### src/rtl/dmem_if.sv
// Store/load port between the core and the data-memory store buffer.
// The core drives the request side; the memory returns load data and status.
interface dmem_if;
    logic        we;
    logic [1:0]  size;
    logic [31:0] a;
    logic [31:0] wd;
    logic [31:0] rd;
    logic        pending;
    logic        misalign;

    modport master (output we, size, a, wd, input rd, pending, misalign);
    modport slave  (input we, size, a, wd, output rd, pending, misalign);
endinterface

### src/rtl/dmem_store_buffer.sv
// Data memory with a one-entry merging store buffer and overlaid load read-out.
// Optional DMEM_STATS_EN adds saturating commit/merge counters as extra ports.
module dmem_store_buffer #(
    parameter int DEPTH = 64,
    parameter int AW    = $clog2(DEPTH)
) (
    input  logic        clk,
    input  logic        reset,
    dmem_if.slave       bus
`ifdef DMEM_STATS_EN
    ,
    output logic [15:0] n_commits,
    output logic [15:0] n_merges
`endif
);

    typedef enum logic {EMPTY, FULL} state_t;

    state_t          state, state_nx;
    logic [31:0]     mem [DEPTH];
    logic [AW-1:0]   bidx;
    logic [31:0]     bdata;
    logic [3:0]      bmask;
    logic            misalign_r;

    logic [AW-1:0]   idx;
    logic            legal, st_ok, st_bad, hit;
    logic            do_load, do_merge, do_commit;
    logic [3:0]      lanes;
    logic [31:0]     sdata;
    logic            unused_hi;

    function automatic logic [31:0] lane_merge(input logic [31:0] base,
                                               input logic [31:0] upd,
                                               input logic [3:0]  mask);
        logic [31:0] r;
        r = base;
        for (int k = 0; k < 4; k++)
            if (mask[k]) r[8*k +: 8] = upd[8*k +: 8];
        return r;
    endfunction

    function automatic logic [15:0] sat_inc(input logic [15:0] v);
        return (v == 16'hFFFF) ? v : v + 16'd1;
    endfunction

    assign idx       = bus.a[AW+1:2];
    assign unused_hi = ^bus.a[31:AW+2];

    // Store decode: data replicated across lanes so the mask alone selects placement.
    always_comb begin
        legal = 1'b0;
        lanes = 4'b0000;
        sdata = 32'h0;
        case (bus.size)
            2'b00: begin
                legal = 1'b1;
                lanes = 4'b0001 << bus.a[1:0];
                sdata = {4{bus.wd[7:0]}};
            end
            2'b01: begin
                legal = ~bus.a[0];
                lanes = bus.a[1] ? 4'b1100 : 4'b0011;
                sdata = {2{bus.wd[15:0]}};
            end
            2'b10: begin
                legal = (bus.a[1:0] == 2'b00);
                lanes = 4'b1111;
                sdata = bus.wd;
            end
            default: ;
        endcase
    end

    assign st_ok  = bus.we & legal;
    assign st_bad = bus.we & ~legal;
    assign hit    = (state == FULL) && (idx == bidx);

    always_comb begin
        state_nx  = state;
        do_load   = 1'b0;
        do_merge  = 1'b0;
        do_commit = 1'b0;
        case (state)
            EMPTY: begin
                if (st_ok) begin
                    do_load  = 1'b1;
                    state_nx = FULL;
                end
            end
            FULL: begin
                if (st_ok && hit) begin
                    do_merge = 1'b1;
                end else if (st_ok) begin
                    do_commit = 1'b1;
                    do_load   = 1'b1;
                end else begin
                    do_commit = 1'b1;
                    state_nx  = EMPTY;
                end
            end
            default: state_nx = EMPTY;
        endcase
    end

    always_ff @(posedge clk) begin
        if (reset) begin
            state      <= EMPTY;
            bmask      <= 4'b0000;
            misalign_r <= 1'b0;
            for (int i = 0; i < DEPTH; i++) mem[i] <= 32'h0;
        end else begin
            state      <= state_nx;
            misalign_r <= st_bad;
            if (do_commit) mem[bidx] <= lane_merge(mem[bidx], bdata, bmask);
            if (do_load)        bmask <= lanes;
            else if (do_merge)  bmask <= bmask | lanes;
        end
    end

    // Buffer payload needs no reset: bmask/state gate every use of it.
    always_ff @(posedge clk) begin
        if (do_load) begin
            bidx  <= idx;
            bdata <= sdata;
        end else if (do_merge) begin
            bdata <= lane_merge(bdata, sdata, lanes);
        end
    end

`ifdef DMEM_STATS_EN
    always_ff @(posedge clk) begin
        if (reset) begin
            n_commits <= 16'h0;
            n_merges  <= 16'h0;
        end else begin
            if (do_commit) n_commits <= sat_inc(n_commits);
            if (do_merge)  n_merges  <= sat_inc(n_merges);
        end
    end
`endif

    assign bus.rd       = lane_merge(mem[idx], bdata, hit ? bmask : 4'b0000);
    assign bus.pending  = (state == FULL);
    assign bus.misalign = misalign_r;

endmodule

### src/flat_wrapper.sv
// flat-port wrapper written by rule: the top's interface ports become plain ports
module dmem_store_buffer_flat 
#(
    parameter int DEPTH = 64,
    parameter int AW    = $clog2(DEPTH)
)
  (clk, reset, bus_we, bus_size, bus_a, bus_wd, bus_rd, bus_pending, bus_misalign);
  dmem_if bus_i ();
  input  logic clk;
  input  logic reset;
  input wire logic [$bits(bus_i.we)-1:0] bus_we;
  input wire logic [$bits(bus_i.size)-1:0] bus_size;
  input wire logic [$bits(bus_i.a)-1:0] bus_a;
  input wire logic [$bits(bus_i.wd)-1:0] bus_wd;
  output wire logic [$bits(bus_i.rd)-1:0] bus_rd;
  output wire logic [$bits(bus_i.pending)-1:0] bus_pending;
  output wire logic [$bits(bus_i.misalign)-1:0] bus_misalign;
  assign bus_i.we = bus_we;
  assign bus_i.size = bus_size;
  assign bus_i.a = bus_a;
  assign bus_i.wd = bus_wd;
  assign bus_rd = bus_i.rd;
  assign bus_pending = bus_i.pending;
  assign bus_misalign = bus_i.misalign;
  dmem_store_buffer #(.DEPTH(DEPTH), .AW(AW)) u_core (.clk(clk), .reset(reset), .bus(bus_i));
endmodule
### config.mk
export PLATFORM = sky130hd
export DESIGN_NAME = dmem_store_buffer_flat
export DESIGN_NICKNAME = d
export VERILOG_FILES = /design/src/rtl/dmem_if.sv /design/src/rtl/dmem_store_buffer.sv /design/src/flat_wrapper.sv
export SDC_FILE = /design/constraint.sdc
export NUM_CORES = 2
export LEC_CHECK = 0
export ABC_AREA = 1
export CAP_MARGIN = 0
export CORE_UTILIZATION = 33
export CTS_BUF_LIST = sky130_fd_sc_hd__clkbuf_4 sky130_fd_sc_hd__clkbuf_8 sky130_fd_sc_hd__clkbuf_16
export CTS_CLUSTER_SIZE = 16
export DETAILED_ROUTE_END_ITERATION = 8
export GPL_TIMING_DRIVEN = 1
export PLACE_DENSITY = 0.52
export SLEW_MARGIN = 20
export SYNTH_ARGS = -nofsm -noshare
export SYNTH_HDL_FRONTEND = slang
export SYNTH_SLANG_ARGS = --single-unit
### constraint.sdc
create_clock -name clk -period 4.7 [get_ports clk]
set_clock_uncertainty 0.05 [all_clocks]
set_input_delay 0.94 -clock clk [delete_from_list [all_inputs] [get_ports clk]]
set_output_delay 0.94 -clock clk [all_outputs]
set_load 0.1 [all_outputs]
==> flow_metrics.tcl <==
set metrics [dict create \
    busiest_layer "met2" \
    grt_max_degree 137 \
    rr_worst_depth 8 \
    synth_cells 9978 \
    holdBufCountCts 0 \
    cts_buffers 216 \
    antenna_found_initial 4 \
    row_count 200 \
    ys_ff_latch 2092 \
    synth_area_sq_um 99100 \
    ant_nets 0 \
    drt-initial-drc-count 7593 \
    post-cts-setup-buffer-count 0 \
    min_to "u_core.bidx[2]" \
    avgSynthCellArea_sq_um 9.93 \
    ys_types 27 \
    clk_pin_slew_ns 0.06 \
    grt_pass1_wl_um 467000 \
    slew_viol_final 0 \
    yosys.area.top_type "edfxtp_1" \
    final-hold-violation-count 0 \
    reg2reg_slack_ns 1.07 \
    pre_cts_slack_ns 0.00513 \
    grt_pass1_vias 70231 \
    reg2reg_from "u_core.bidx[0]" \
    drive_above_1_share 0.101 \
    n_fill_cell 29378 \
    p_per_area_nw_per_um2 382 \
    fin_nets 9876 \
    grt_usage 0.208 \
    routed_via_density 5.26 \
    rsz0062_at_grt "no" \
    io_buffers 78 \
    setup.worst_path.end_class "output port" \
    cp_max_fo 57 \
    ir_drop_mv 0.411 \
    required_ns 3.71 \
    num_io_pins 103 \
    synth_top_area_frac 0.632 \
    place_area_sq_um 105000 \
    tightestPinTransition_ns 1.40 \
    worstSetupStartpointType "input port" \
    cts_tree "built" \
    globalplace.congestion 0.887 \
    cp.arrival_ns 3.61 \
    drc 0 \
    dp_hpwl_um 210000 \
    dieArea_sq_um 302000 \
    synthTopCellsByArea "edfxtp_1 (63%), nand2_1 (10%), nand3_1 (9.4%)" \
    dieHeight_um 550 \
    finalInstanceArea_sq_um 112000 \
    yosysSeqAreaShare 0.633 \
    syn_nets 10047 \
    numClockSinks 2092 \
    met1_usage 0.280 \
    start_util 0.333 \
    holdCritPathClass "input port to register" \
    core_sq_um 298000 \
    yosysWarnings 0 \
    cts_buffer_depth 3 \
    drt-pass1-iter-count 8 \
    overflow 0 \
    clockRootBuffer "clkbuf_16" \
    area_growth_pct 13.1 \
    r2r_end "u_core.mem[42][19]" \
    setup_violations 0 \
    fin_setup_tns_ns 0 \
    leakage_nw 44.0 \
    vias 73246 \
    max-slew-margin-rel 0.0607 \
    holdCritStartpoint "bus_a[4]" \
    min_period_over_period 0.979 \
    path_class "input port to output port" \
    grt_use_met3 0.0315 \
    postLayoutSetupSlackWorst_ns 0.0980 \
    min_period_ns 4.60 \
    clock_latency_ns 0.90 \
    grt_use_met2 0.338 \
    htreeDepth 4 \
    wl_per_cell_um 22.9 \
    fmax_mhz 217 \
    max-cap-violations 0 \
    cts_resized 0 \
    outcome "complete, no violations" \
    die_w_um 550 \
    postRouteWirelength_um 319000 \
    whs_path_depth 1 \
]
==> state kept, by name, summed over array words and instances (netlist names) <==
register and flops:
u_core.bdata 32, u_core.bidx 6, u_core.bmask 4, u_core.bus.misalign 1, u_core.bus.pending 1, u_core.mem 2048
==> cell usage after synthesis <==
master       n
nor3_1       2
a211oi_1     1
inv_2       39
nand4_1      9
a21oi_1      4
nand2_1   2767
nand4_2     57
inv_1       36
buf_6       25
nand4_4    190
clkbuf_1   454
buf_1       70
or2_2        1
nand3_2      1
buf_4        3
o22ai_1      3
o21ai_2      1
o211ai_1     7
buf_2      205
edfxtp_1  2086
nand2_2      1
o21ai_0     20
xor2_1       2
nand3_1   1858
nor2_1    2128
nor2_2       2
dfxtp_1      6
==> logic make-up after synthesis <==
logic type,share of synthesized area
simple gates,0.328
flops,0.633
buf+inv,0.0361
compound gates,0.00210
xor+xnor,0.000177
==> stage by stage <==
step / std cells / utilization / hold slack (ns) / power [W]
6_report: 13933 / 0.376 / 0.347 / 0.0428
3_3_place_gp: 13528 / 0.353 / 0.499 / 0.0261
4_1_cts: 13930 / 0.376 / 0.287 / 0.0430
5_1_grt: 13932 / 0.376 / 0.314 / 0.0440
2_1_floorplan: 9978 / - / 0.559 / 0.0242
3_5_place_dp: 13528 / 0.353 / 0.499 / 0.0261
==> report_power, final <==
| part | leakage [nW] | internal (W) | total, W | switching [W] |
|---|---|---|---|---|
| sequential | 21.6 | 0.0211 | 0.0213 | 0.000231 |
| combinational | 18.9 | 0.000951 | 0.00441 | 0.00346 |
| clock | 3.50 | 0.00959 | 0.0170 | 0.00744 |
| total | 44.0 | 0.0316 | 0.0428 | 0.0111 |
==> worst max path at each step <==
stage                        start            endpoint  slack [ns]  depth (start not counted)
global placement       bus_size[1]  u_core.mem[42][16]        0.09                          9
global route              bus_a[2]           bus_rd[6]        0.01                         14
detailed placement     bus_size[0]  u_core.mem[42][16]       0.005                          8
floorplan                 bus_a[2]           bus_rd[7]        0.88                         12
CTS                 u_core.bidx[0]          bus_rd[11]        0.09                         10
finish                    bus_a[2]          bus_rd[20]         0.1                         16
==> worst max-delay path: stages <==
cell,delay [ns]
buf_8,0.16
inv_8,0.20
buf_12,0.26
buf_12,0.32
buf_12,0.27
nand2_1,0.07
nand3_1,0.08
nand3_1,0.14
nand2_1,0.15
nand2_1,0.07
nand2_1,0.08
nand2_1,0.05
nand3_1,0.10
nand3_1,0.17
nand2_1,0.22
buf_12,0.20
==> area by class of cell <==
| cell class | count | area [sq um] | share of cell area |
|---|---|---|---|
| Antenna cell | 3 | 7.51 | 0.0000670 |
| Clock buffer | 286 | 6000 | 0.0535 |
| Clock inverter | 116 | 961 | 0.00857 |
| Inverter | 75 | 318 | 0.00283 |
| Multi-Input combinational cell | 7054 | 32900 | 0.293 |
| Sequential cell | 2092 | 62800 | 0.560 |
| Tap cell | 3939 | 4930 | 0.0440 |
| Timing Repair Buffer | 368 | 4270 | 0.0381 |
==> per-layer routing <==
| layer | wire, um | part of all wire |
|---|---|---|
| met4 | 11900 | 0.037 |
| met1 | 134000 | 0.42 |
| met3 | 23700 | 0.074 |
| met2 | 150000 | 0.47 |
| met5 | 164 | 0.00051 |
==> layout by cell type (no fill, tap or decap), types with 20 or more instances in the layout <==
master	instances
clkinv_2	40
nand4_2	57
buf_4	212
inv_2	37
nor2_2	24
clkdlybuf4s50_1	40
nand3_1	1858
nand4_4	190
clkinv_1	45
buf_12	110
inv_1	32
nand2_1	2767
edfxtp_1	2086
clkbuf_4	66
clkbuf_16	220
o21ai_0	20
nor2_1	2102
Note: power is estimated with default switching activity, not from simulation.
